$ cat src/rtl/hazard_if.sv
// Hazard scheduler bundle: ID-stage instruction descriptor in, forward/stall/flush controls and counters out.
// The master side is the pipeline driving ID info; the slave side is the scheduler.
interface hazard_if #(parameter int CNT_W = 32);
  logic             rs1use_ID, rs2use_ID;
  logic [4:0]       rs1_ID, rs2_ID, rd_ID;
  logic [1:0]       hazard_optype_ID;
  logic             Branch_ID;
  logic [1:0]       forward_ctrl_A, forward_ctrl_B;
  logic             forward_ctrl_ls;
  logic             PC_EN_IF, reg_FD_EN;
  logic             reg_FD_flush, reg_DE_flush;
  logic [CNT_W-1:0] stall_cnt, flush_cnt;

  modport master (
    output rs1use_ID, rs2use_ID, rs1_ID, rs2_ID, rd_ID, hazard_optype_ID, Branch_ID,
    input  forward_ctrl_A, forward_ctrl_B, forward_ctrl_ls, PC_EN_IF, reg_FD_EN,
           reg_FD_flush, reg_DE_flush, stall_cnt, flush_cnt
  );

  modport slave (
    input  rs1use_ID, rs2use_ID, rs1_ID, rs2_ID, rd_ID, hazard_optype_ID, Branch_ID,
    output forward_ctrl_A, forward_ctrl_B, forward_ctrl_ls, PC_EN_IF, reg_FD_EN,
           reg_FD_flush, reg_DE_flush, stall_cnt, flush_cnt
  );
endinterface

$ cat src/rtl/hazard_sched.sv
// Five-stage pipeline hazard scheduler: tracks EX/MEM/WB descriptors, picks forward sources,
// stalls one cycle on load-use, and counts stall and flush cycles with saturating counters.
module hazard_sched #(
  parameter int CNT_W = 32
) (
  input  logic    clk,
  input  logic    rst,
  hazard_if.slave hif
);
  localparam logic [1:0] OP_ALU = 2'b01;
  localparam logic [1:0] OP_LD  = 2'b10;
  localparam logic [1:0] OP_ST  = 2'b11;
  localparam int EX  = 0;
  localparam int MEM = 1;
  localparam int WB  = 2;

  typedef struct packed {
    logic [1:0] optype;
    logic [4:0] rd;
    logic [4:0] rs2;
  } slot_t;

  slot_t            slot [3];
  logic             stall;
  logic [CNT_W-1:0] stall_cnt, flush_cnt;

  // Only slots that write the register file can supply a value; x0 never does.
  function automatic logic hit(input slot_t s, input logic [4:0] idx);
    return (idx != 5'd0) && (idx == s.rd) && (s.optype == OP_ALU || s.optype == OP_LD);
  endfunction

  function automatic logic [1:0] fsel(input logic use_src, input logic [4:0] idx,
                                      input slot_t ex_s, input slot_t mem_s);
    if (!use_src)                               return 2'b00;
    if (hit(ex_s, idx)  && ex_s.optype  == OP_ALU) return 2'b01;
    if (hit(mem_s, idx) && mem_s.optype == OP_ALU) return 2'b10;
    if (hit(mem_s, idx) && mem_s.optype == OP_LD)  return 2'b11;
    return 2'b00;
  endfunction

  // A store's rs2 behind a load is not a stall: the data is patched in EX from MEM.
  assign stall = (slot[EX].optype == OP_LD) &&
                 ((hif.rs1use_ID && hit(slot[EX], hif.rs1_ID)) ||
                  (hif.rs2use_ID && hit(slot[EX], hif.rs2_ID) && hif.hazard_optype_ID != OP_ST));

  assign hif.PC_EN_IF        = ~stall;
  assign hif.reg_FD_EN       = ~stall;
  assign hif.reg_DE_flush    = stall;
  assign hif.reg_FD_flush    = hif.Branch_ID & ~stall;
  assign hif.forward_ctrl_A  = fsel(hif.rs1use_ID, hif.rs1_ID, slot[EX], slot[MEM]);
  assign hif.forward_ctrl_B  = fsel(hif.rs2use_ID, hif.rs2_ID, slot[EX], slot[MEM]);
  assign hif.forward_ctrl_ls = (slot[EX].optype == OP_ST) && (slot[MEM].optype == OP_LD) &&
                               (slot[EX].rs2 == slot[MEM].rd) && (slot[MEM].rd != 5'd0);
  assign hif.stall_cnt       = stall_cnt;
  assign hif.flush_cnt       = flush_cnt;

  always_ff @(posedge clk or posedge rst) begin
    if (rst) begin
      for (int i = 0; i < 3; i++) slot[i] <= '0;
    end else begin
      slot[WB]  <= slot[MEM];
      slot[MEM] <= slot[EX];
      slot[EX]  <= stall ? '0 : slot_t'{hif.hazard_optype_ID, hif.rd_ID, hif.rs2_ID};
    end
  end

  always_ff @(posedge clk or posedge rst) begin
    if (rst) begin
      stall_cnt <= '0;
      flush_cnt <= '0;
    end else begin
      if (stall && !(&stall_cnt))            stall_cnt <= stall_cnt + CNT_W'(1);
      if (hif.reg_FD_flush && !(&flush_cnt)) flush_cnt <= flush_cnt + CNT_W'(1);
    end
  end
endmodule

$ cat src/flat_wrapper.sv
// flat-port wrapper written by rule: the top's interface ports become plain ports
module hazard_sched_flat 
#(
  parameter int CNT_W = 32
)
  (clk, rst, hif_rs1use_ID, hif_rs2use_ID, hif_rs1_ID, hif_rs2_ID, hif_rd_ID, hif_hazard_optype_ID, hif_Branch_ID, hif_forward_ctrl_A, hif_forward_ctrl_B, hif_forward_ctrl_ls, hif_PC_EN_IF, hif_reg_FD_EN, hif_reg_FD_flush, hif_reg_DE_flush, hif_stall_cnt, hif_flush_cnt);
  hazard_if #(.CNT_W(CNT_W)) hif_i ();
  input  logic clk;
  input  logic rst;
  input wire logic [$bits(hif_i.rs1use_ID)-1:0] hif_rs1use_ID;
  input wire logic [$bits(hif_i.rs2use_ID)-1:0] hif_rs2use_ID;
  input wire logic [$bits(hif_i.rs1_ID)-1:0] hif_rs1_ID;
  input wire logic [$bits(hif_i.rs2_ID)-1:0] hif_rs2_ID;
  input wire logic [$bits(hif_i.rd_ID)-1:0] hif_rd_ID;
  input wire logic [$bits(hif_i.hazard_optype_ID)-1:0] hif_hazard_optype_ID;
  input wire logic [$bits(hif_i.Branch_ID)-1:0] hif_Branch_ID;
  output wire logic [$bits(hif_i.forward_ctrl_A)-1:0] hif_forward_ctrl_A;
  output wire logic [$bits(hif_i.forward_ctrl_B)-1:0] hif_forward_ctrl_B;
  output wire logic [$bits(hif_i.forward_ctrl_ls)-1:0] hif_forward_ctrl_ls;
  output wire logic [$bits(hif_i.PC_EN_IF)-1:0] hif_PC_EN_IF;
  output wire logic [$bits(hif_i.reg_FD_EN)-1:0] hif_reg_FD_EN;
  output wire logic [$bits(hif_i.reg_FD_flush)-1:0] hif_reg_FD_flush;
  output wire logic [$bits(hif_i.reg_DE_flush)-1:0] hif_reg_DE_flush;
  output wire logic [$bits(hif_i.stall_cnt)-1:0] hif_stall_cnt;
  output wire logic [$bits(hif_i.flush_cnt)-1:0] hif_flush_cnt;
  assign hif_i.rs1use_ID = hif_rs1use_ID;
  assign hif_i.rs2use_ID = hif_rs2use_ID;
  assign hif_i.rs1_ID = hif_rs1_ID;
  assign hif_i.rs2_ID = hif_rs2_ID;
  assign hif_i.rd_ID = hif_rd_ID;
  assign hif_i.hazard_optype_ID = hif_hazard_optype_ID;
  assign hif_i.Branch_ID = hif_Branch_ID;
  assign hif_forward_ctrl_A = hif_i.forward_ctrl_A;
  assign hif_forward_ctrl_B = hif_i.forward_ctrl_B;
  assign hif_forward_ctrl_ls = hif_i.forward_ctrl_ls;
  assign hif_PC_EN_IF = hif_i.PC_EN_IF;
  assign hif_reg_FD_EN = hif_i.reg_FD_EN;
  assign hif_reg_FD_flush = hif_i.reg_FD_flush;
  assign hif_reg_DE_flush = hif_i.reg_DE_flush;
  assign hif_stall_cnt = hif_i.stall_cnt;
  assign hif_flush_cnt = hif_i.flush_cnt;
  hazard_sched #(.CNT_W(CNT_W)) u_core (.clk(clk), .rst(rst), .hif(hif_i));
endmodule
$ cat config.mk
export PLATFORM = sky130hd
export DESIGN_NAME = hazard_sched_flat
export DESIGN_NICKNAME = d
export VERILOG_FILES = /design/src/rtl/hazard_if.sv /design/src/rtl/hazard_sched.sv /design/src/flat_wrapper.sv
export SDC_FILE = /design/constraint.sdc
export NUM_CORES = 1
export LEC_CHECK = 0
export ABC_AREA = 1
export BUFFER_PORTS_ARGS = -buffer_cell sky130_fd_sc_hd__clkbuf_2
export CORE_ASPECT_RATIO = 0.7
export CORE_UTILIZATION = 50
export CTS_CLUSTER_SIZE = 24
export DETAILED_ROUTE_END_ITERATION = 8
export PLACE_DENSITY_LB_ADDON = 0.05
export SLEW_MARGIN = 10
export SYNTH_ARGS = -nofsm -noshare
export SYNTH_HDL_FRONTEND = slang
export SYNTH_SLANG_ARGS = --single-unit
$ cat constraint.sdc
create_clock -name clk -period 2.54 [get_ports clk]
set_input_delay 0.254 -clock clk [delete_from_list [all_inputs] [get_ports clk]]
set_output_delay 0.254 -clock clk [all_outputs]
set_load 0.02 [all_outputs]
* Word level (Yosys, flattened, before mapping)
Cells that the tools add are included.
** Storage, ports and cells
- Flip-flop bits (word level) :: 83
- Bits of input ports :: 22
- Output and inout bits :: 73
- Word-level logic and storage cells :: 90
** Operators by class
- Add/subtract/negate cells :: 2
- Equality and inequality tests :: 11
- Mux-type cells :: 35
- Bitwise gates (word level) :: 2
- Reduce and logical (&&, ||, !) cells :: 33
** Operators with widths (count)
- adder 32 x 1 -> 32 bit, second input constant :: 2
- AND reduction 32 bit :: 2
- 2-to-1 mux 2 bit :: 16
- equality test 5 bit :: 5
- logical AND 1 bit :: 23
- 2-to-1 mux 1 bit :: 18
- nonzero test 5 bit :: 3
- 2-to-1 mux 12 bit :: 1
- equality test 2 bit, second input constant :: 3
- equality test 2 x 1 -> 1 bit, second input constant :: 2
- logical OR 1 bit :: 3
- zero test 1 bit :: 2
- != test 2 bit, second input constant :: 1
- AND 1 bit :: 1
- NOT 1 bit :: 1

* Longest topological paths before layout
Gate-level depths: netlist of the first run.
- Word-level depth :: 15
- Mapped depth :: 14
- Depth with buffers taken out :: 12

* Worst setup path before layout of the first run
OpenSTA, ideal clock, no wires.
- Path type :: register to output
- From :: register u_core.slot[34] (netlist name)
- To :: output hif_reg_FD_EN
- Arrival time :: 1767 ps
- Data required time :: 2286 ps
- Path slack :: 519 ps
- Stages on the path, launching flop included :: 12
- Buffers on the path :: 3
- Cells stage by stage :: dfrtp_1 > inv_1 > ha_1 > a21oi_1 > nand2_1 > nor2_1 > nand3_1 > nand2_1 > nand2_1 > buf_2 > buf_2 > buf_4
** Between the ends
- Word-level cells in the longest chain between the ends :: 8
- Elaborated cells on any way between the ends :: 11
- Those cells by class :: eq/ne: 2; bitwise: 1; reduce/logical: 8
** RTL lines
- start, declared :: line hazard_sched.sv:23 : slot_t slot [3];
- start signal, assigned by index :: line hazard_sched.sv:61 : slot[WB] <= slot[MEM];
- start signal, assigned by index :: line hazard_sched.sv:62 : slot[MEM] <= slot[EX];
- start signal, assigned by index :: line hazard_sched.sv:63 : slot[EX] <= stall ? '0 : slot_t'{hif.hazard_optype_ID, hif.rd_ID, hif.rs2_ID};
- equality test 2 x 1 -> 1 bit / equality test 2 bit (equally long branches) :: line hazard_sched.sv:29, hazard_sched.sv:42
- logical OR 1 bit :: line hazard_sched.sv:29 : return (idx != 5'd0) && (idx == s.rd) && (s.optype == OP_ALU || s.optype == OP_LD);
- logical AND 1 bit :: line hazard_sched.sv:29
- logical AND 1 bit (2 in a row) :: line hazard_sched.sv:44 : (hif.rs2use_ID && hit(slot[EX], hif.rs2_ID) && hif.hazard_optype_ID != OP_ST));
- logical OR 1 bit :: line hazard_sched.sv:43 : ((hif.rs1use_ID && hit(slot[EX], hif.rs1_ID)) ||
- logical AND 1 bit * :: line hazard_sched.sv:42 : assign stall = (slot[EX].optype == OP_LD) &&
- NOT 1 bit *
- end, declared :: line flat_wrapper.sv:21 : output wire logic [$bits(hif_i.reg_FD_EN)-1:0] hif_reg_FD_EN;
Every way passes the cells marked *; elsewhere a longest branch is shown, timed or not.

* Final worst setup path of the first run
- From :: register u_core.slot[34] (netlist name)
- To :: output hif_reg_FD_flush
** Between the ends
- Word-level cells in the longest chain between the ends :: 9
- Elaborated cells on any way between the ends :: 12
- Those cells by class :: eq/ne: 2; bitwise: 2; reduce/logical: 8
** RTL lines
- equality test 2 x 1 -> 1 bit / equality test 2 bit (equally long branches) :: line hazard_sched.sv:29, hazard_sched.sv:42
- logical OR 1 bit :: line hazard_sched.sv:29
- logical AND 1 bit :: line hazard_sched.sv:29
- logical AND 1 bit (2 in a row) :: line hazard_sched.sv:44
- logical OR 1 bit :: line hazard_sched.sv:43
- logical AND 1 bit * :: line hazard_sched.sv:42
- NOT 1 bit * :: line hazard_sched.sv:49 : assign hif.reg_FD_flush = hif.Branch_ID & ~stall;
- AND 1 bit * :: line hazard_sched.sv:49
- end, declared :: line flat_wrapper.sv:22 : output wire logic [$bits(hif_i.reg_FD_flush)-1:0] hif_reg_FD_flush;
Marked as above.

==> results of run 1 <==
area by class of cell:
cell class                      instances  area (sq um)  share of cell area
Clock buffer                           12           246              0.0366
Clock inverter                          4          73.8              0.0110
Inverter                              123           467              0.0693
Multi-Input combinational cell        631          3000               0.445
Sequential cell                        83          2080               0.308
Tap cell                              153           191              0.0284
Timing Repair Buffer                  116           681               0.101
power by group:
group          internal, mW  switching (mW)  leakage [nW]  total [mW]
Clock                 0.889           0.520         0.157        1.41
Sequential             1.38          0.0726          1.11        1.45
Combinational         0.129           0.244          2.33       0.372
kinds of logic after synthesis:
group | share of synthesized area
AOI/OAI and AO/OA | 0.0195
xor gates and xnor gates | 0.0620
adders and majority gates | 0.0155
buffers and inverters | 0.106
DFF | 0.367
and+or+nand+nor | 0.429
sequential cells by signal, indices dropped and copies added, names as in the netlist:
register and cells:
u_core.hif.flush_cnt 32, u_core.hif.stall_cnt 32, u_core.slot 19
tightest hold or removal path, stage by stage:
cell      delay (ns)
clkbuf_2        0.08
inv_1           0.04
nor2_1          0.03
metal layers:
layer  global-route usage  vias to the layer above  part of all wire
met5                    0                        -                 0
met4               0.0549                        0            0.0093
met3               0.0507                       16             0.071
met2                0.383                      209              0.41
met1                0.438                     2684              0.51
li1                     -                     2889                 -
what timing repair did:
item | CTS | global route
gates resized for setup | 1 | 7
endpoints found under the setup margin | 2 | 15
pin swaps | 0 | 1
setup buffers | 0 | 8
endpoints found under the hold margin | 34 | 0
gates cloned | 0 | 1
hold buffers | 1 | 0
cells in the final DEF (no fill, tap or decap), drive strengths merged:
master / netlist / routed
nand2: 304 / 304
inv: 123 / 121
nor2: 115 / 115
clkbuf: 4 / 107
dfrtp: 83 / 83
nand3: 76 / 76
nand4: 46 / 46
xor2: 23 / 23
buf: 21 / 20
xnor2: 17 / 17
o21ai: 11 / 11
nor3: 11 / 11
ha: 7 / 7
a21oi: 7 / 7
nand3b: 6 / 6
clkinv: 0 / 3
or2: 2 / 2
nor3b: 2 / 2
bufinv: 0 / 2
clkinvlp: 0 / 1
o22ai: 1 / 1
a21boi: 1 / 1
nor4: 1 / 1
a31oi: 1 / 1
dlygate4sd3: 0 / 1
worst paths after layout:
path,endpoint,cells past startpoint
max in group asynchronous,u_core.hif.flush_cnt[13]$_DFFE_PP0P_,4
min,u_core.slot[33]$_DFF_PP0_,3
min in group asynchronous,u_core.slot[30]$_DFF_PP0_,3
max reg2reg,u_core.hif.flush_cnt[1]$_DFFE_PP0P_,9
min reg2reg,u_core.slot[17]$_DFF_PP0_,0
max,hif_reg_FD_flush,11
stage by stage:
| step | std cells | util | power (mW) | worst slack (ns) | cell area [sq um] |
|---|---|---|---|---|---|
| floorplan | 862 | - | 1.70 | 0.149 | 5650 |
| global placement | 1096 | 0.572 | 1.82 | 0.318 | 6290 |
| detailed placement | 1096 | 0.572 | 1.83 | 0.273 | 6290 |
| CTS | 1113 | 0.602 | 3.26 | 0.00169 | 6630 |
| global route | 1122 | 0.612 | 3.38 | 0.0170 | 6740 |
| finish | 1122 | 0.612 | 3.23 | 0.184 | 6740 |
==> reports/metrics.yaml, run 1 <==
run_status:
  status: "complete, no violations"
worst_setup_path:
  crit_chain: "inv_1 > ha_1 > a21oi_2 > nand2_1 > nor2_2 > nand3_2 > nand2_2 > nand2_4 > clkinvlp_4 > nor2_2 > clkbuf_2"
  crit_top_cell: "nor2_2"
  regToRegSetupSlack_ns: 0.29
  r2r-start: "u_core.hif.flush_cnt[0]$_DFFE_PP0P_"
  end_kind: "output pin"
  cp.arrival_ns: 2.10
  critPathTopFamily: "simple AND/OR/NAND/NOR gates"
  crit_path_top_delay_cell: "dfrtp_1"
  setup.worst_path.class: "flip-flop to output pin"
  critPathRequiredTime_ns: 2.29
  critPathMaxStageDelay_ns: 0.37
  crit_fanout: 8
  critPathLaunch: "u_core.slot[34]$_DFF_PP0_"
  crit_buf_inv: 3
  cp-start-kind: "flip-flop"
yosys:
  syn_avg_cell_area_sq_um: 6.56
  yosysSeqAreaShare: 0.367
  syn_inst: 862
  synth_flop_cell: "dfrtp_1"
  synth_common_cells: "nand2_1 (304), inv_1 (123), nor2_1 (113), dfrtp_1 (83), nand3_1 (73)"
  synth_cell_types: 29
  synth_area_leaders: "dfrtp_1 (37%), nand2_1 (20%), inv_1 (8.2%)"
  synthDominantCellAreaShare: 0.367
  ys_async_sr_fraction: 1.00
  synth.most_common_cell: "nand2_1"
  ys_ff_latch: 83
  synth_area_sq_mm: 0.00565
  synth_edf_count: 0
  ys_warn_count: 0
  synth_top_area_cell: "dfrtp_1"
  synth_nets: 891
min_path:
  worstHoldStart: "hif_rd_ID[4]"
  hp-class: "primary input to flip-flop"
drt:
  drc: 0
  num_vias: 5798
  wl_per_cell_um: 14.0
  drt-initial-drc-count: 515
  viasPerCell: 5.17
  wl_mm: 15.7
  ant_nets: 0
  dr.pass1.iters: 5
sta:
  setup_viol_count_final: 0
  post-route-period-util: 0.928
  drv_slew: 0
  max_freq_ghz: 0.424
  relSlewSlack: 0.579
  period_needed_ns: 2.36
  final_hold_viol_count: 0
  rsz0062_at_grt: "no"
  hold_slack_ns: 0.105
  finalSetupTns_ns: 0
  clock_skew_ns: 0.00519
  tightestPinTransition_ns: 0.630
floorplan:
  dieArea_sq_mm: 0.0117
  std_cell_rows: 32
  start_util: 0.513
  core_sq_mm: 0.0110
  ios: 95
  die_h_um: 91.0
  die_w_um: 129
clock_tree:
  cts_tree: "yes"
  clk_latency_ns: 0.34
  path_clk_slew_ns: 0.06
  ctsLongestPathBuffers: 2
  clkSinkCount: 83
  root_buffer: "clkbuf_16"
  cts_buffers: 9
  htreeDepth: 3
power:
  peakVddDrop_v: 0.000331
  power.leakage_nw: 3.60
  power_density_mw_per_mm2: 480
cells_and_area:
  fill_cells: 1085
  layout-drive-gt1-share: 0.151
  n_antenna_cell: 0
  area_growth_pct: 19.2
  fin_nets: 993
global_routing:
  grt_pass1_wl_mm: 25.4
  antenna_found_initial: 0
  grt_overflow: 0
  grt_usage: 0.276
  grt_pass1_vias: 5099
  grt_max_degree: 57
place:
  io_buffers: 94
  finalWeightedCongestion: 0.916
  dp_hpwl_mm: 11.3
job:
  drv_cap: 0
Power figures use the tool's default switching activity.
==> run 2: changes to the inputs <==
CORE_UTILIZATION = 35   (was 50)
==> run 2 against run 1 <==
Net effect: the run now ends with negative hold slack left; routed wire length increased by 7.7%; clock power decreased by 6%; sequential power about the same; sequential share of layout area about the same; critical path depth unchanged; worst hold slack got worse by 0.12 ns; clock skew increased by 0.0036 ns; maximum frequency decreased by 0.39%; register-to-register slack improved by 0.06 ns; largest power group unchanged.
==> reports/metrics.yaml, run 2 (synthesis results as in run 1) <==
global_routing:
  grt_pass1_vias: 4888  # was 5099
  grt_usage: 0.209  # was 0.276
  grt_overflow: 0  # unchanged
  grt_max_degree: 57  # unchanged
  grt_pass1_wl_mm: 26.9  # was 25.4 mm
  antenna_found_initial: 0  # unchanged
drt:
  wl_mm: 16.9  # was 15.7 mm
  num_vias: 5533  # was 5798
  dr.pass1.iters: 5  # unchanged
  wl_per_cell_um: 14.5  # was 14.0 um
  drc: 0  # unchanged
  drt-initial-drc-count: 415  # was 515
  viasPerCell: 4.75  # was 5.17
  ant_nets: 0  # unchanged
cells_and_area:
  post-route-util: 0.430  # was 0.612
  reg_top3: "u_core.hif.flush_cnt x32, u_core.hif.stall_cnt x32, u_core.slot x19"  # unchanged
  fin_nets: 991  # was 993
  final_common_cell: "nand2_1"  # unchanged
  area_growth_pct: 19.0  # was 19.2%
  final_cells: 1165  # was 1122
  layout-drive-gt1-share: 0.145  # was 0.151
  n_antenna_cell: 0  # unchanged
  final_cell_mix: "nand2_1 (302), inv_1 (121), nor2_1 (112)"  # was nand2_1 (302), inv_1 (121), nor2_1 (110)
floorplan:
  dieArea_sq_mm: 0.0167  # was 0.0117 sq mm
  std_cell_rows: 38  # was 32
  core_sq_mm: 0.0156  # was 0.0110 sq mm
  ios: 95  # unchanged
  die_h_um: 108  # was 91.0 um
  die_w_um: 154  # was 129 um
  start_util: 0.361  # was 0.513
worst_setup_path:
  crit_chain: "inv_1 > ha_1 > a21oi_1 > nand2_1 > nor2_1 > nand3_1 > nand2_2 > nand2_4 > clkinvlp_4 > nor2_2 > clkbuf_2"  # was inv_1 > ha_1 > a21oi_2 > nand2_1 > nor2_2 > nand3_2 > nand2_2 > nand2_4 > clkinvlp_4 > nor2_2 > clkbuf_2
  crit_path_top_delay_cell: "dfrtp_1"  # unchanged
  r2r-end: "u_core.hif.stall_cnt[16]$_DFFE_PP0P_"  # was u_core.hif.flush_cnt[1]$_DFFE_PP0P_
  critPathTopFamily: "simple AND/OR/NAND/NOR gates"  # unchanged
  crit_fanout: 7  # was 8
  crit_buf_inv: 3  # unchanged
  critPathMaxStageDelay_ns: 0.39  # was 0.37 ns
  r2r-start: "u_core.slot[34]$_DFF_PP0_"  # was u_core.hif.flush_cnt[0]$_DFFE_PP0P_
  cp.arrival_ns: 2.11  # was 2.10 ns
  regToRegSetupSlack_ns: 0.35  # was 0.29 ns
  end_kind: "output pin"  # unchanged
  setup.worst_path.class: "flip-flop to output pin"  # unchanged
  critPathRequiredTime_ns: 2.29  # about the same
  ff2ff_path_depth: 10  # was 9
  cp-start-kind: "flip-flop"  # unchanged
sta:
  max_freq_ghz: 0.423  # was 0.424 GHz
  final_hold_viol_count: 20  # was 0
  rsz0062_at_grt: "no"  # unchanged
  relSlewSlack: 0.516  # was 0.579
  tightestPinTransition_ns: 0.724  # was 0.630 ns
  clock_skew_ns: 0.00880  # was 0.00519 ns
  finalSetupTns_ns: 0  # unchanged
  period_needed_ns: 2.37  # was 2.36 ns
  drv_slew: 0  # unchanged
  setup_viol_count_final: 0  # unchanged
  post-route-period-util: 0.931  # was 0.928
  hold_slack_ns: -0.0161  # was 0.105 ns
clock_tree:
  cts_tree: "yes"  # unchanged
  cts_hold_buf: 0  # was 1
  root_buffer: "clkbuf_16"  # unchanged
  clkSinkCount: 83  # unchanged
  ctsLongestPathBuffers: 2  # unchanged
  path_clk_slew_ns: 0.06  # about the same
  clk_latency_ns: 0.35  # was 0.34 ns
  htreeDepth: 3  # unchanged
  cts_buffers: 9  # unchanged
power:
  power_mw: 3.13  # was 3.23 mW
  power_density_mw_per_mm2: 465  # was 480 mW/mm^2
  peakVddDrop_v: 0.000264  # was 0.000331 V
  power.leakage_nw: 3.57  # was 3.60 nW
run_status:
  status: "finished with violations"  # was complete, no violations
  violations: "negative hold slack"
place:
  dp_cells: 1147  # was 1096
  io_buffers: 94  # unchanged
  finalWeightedCongestion: 0.851  # was 0.916
  dp_hpwl_mm: 12.6  # was 11.3 mm
min_path:
  hp-class: "primary input to asynchronous set/reset pin"  # was primary input to flip-flop
job:
  drv_cap: 0  # unchanged
[run 2: cell types whose count changed in the layout (fill, tap and decap cells not counted)]
cell / delta
nand3_2: -1
a21oi_1: +1
clkbuf_1: -1
buf_4: -1
a21oi_2: -1
dlygate4sd3_1: -1
nor2_2: -2
nand3_1: +1
bufinv_16: -1
clkinv_4: -1
clkinv_2: +1
nor2_1: +2
[run 2: per-stage QoR]
stage	area, sq um	worst slack, ns
global route	6730	0.00124
detailed placement	6380	0.239
floorplan	5650	0.149
finish	6730	0.174
CTS	6670	0.0294
global placement	6380	0.276
[run 2: routing by layer]
metal / part of all wire / global-route usage / vias to the layer above
li1: - / - / 2885
met4: 0.0059 / 0.0357 / 0
met3: 0.054 / 0.0505 / 10
met2: 0.37 / 0.272 / 126
met5: 0 / 0 / -
met1: 0.57 / 0.339 / 2512
[run 2: worst max path at each step]
stage                              start                             endpoint  slack (ns)  cells past startpoint
6_report       u_core.slot[34]$_DFF_PP0_                     hif_reg_FD_flush        0.17                     11
5_1_grt        u_core.slot[34]$_DFF_PP0_                     hif_reg_FD_flush       0.001                     11
3_5_place_dp   u_core.slot[34]$_DFF_PP0_                     hif_reg_FD_flush        0.24                     11
3_3_place_gp   u_core.slot[34]$_DFF_PP0_                     hif_reg_FD_flush        0.28                     11
2_1_floorplan                        rst  u_core.hif.flush_cnt[0]$_DFFE_PP0P_        0.15                      1
4_1_cts        u_core.slot[34]$_DFF_PP0_                     hif_reg_FD_flush        0.03                     11
[run 2: cell type report]
cell class	instances	area, sq um
well taps	200	250
fillers	1690	8920
flip-flops and latches	83	2080
clock buffers	11	243
inverters	123	467
repair buffers	114	663
multi-input cells	631	2990
clock inverters	3	40.0
[run 2: where the power goes]
group          internal [mW]  switching [mW]
clock network          0.775           0.543
logic                  0.125           0.234
registers               1.38          0.0765
[run 2: timing repair]
action / in CTS / in global routing
endpoints found under the hold margin: 0 / 0
setup buffers: 0 / 3
gates cloned: 0 / 1
setup endpoints to repair: 2 / 4
resized for setup: 2 / 2
pin swaps: 0 / 1
[run 2: worst register-to-register path: stages (launching register included)]
cell     delay (ns)
dfrtp_1        0.39
inv_1          0.06
ha_1           0.31
a21oi_1        0.12
nand2_1        0.06
nor2_1         0.12
nand3_1        0.12
nand2_2        0.11
buf_4          0.12
nand3_4        0.33
o21ai_0        0.35
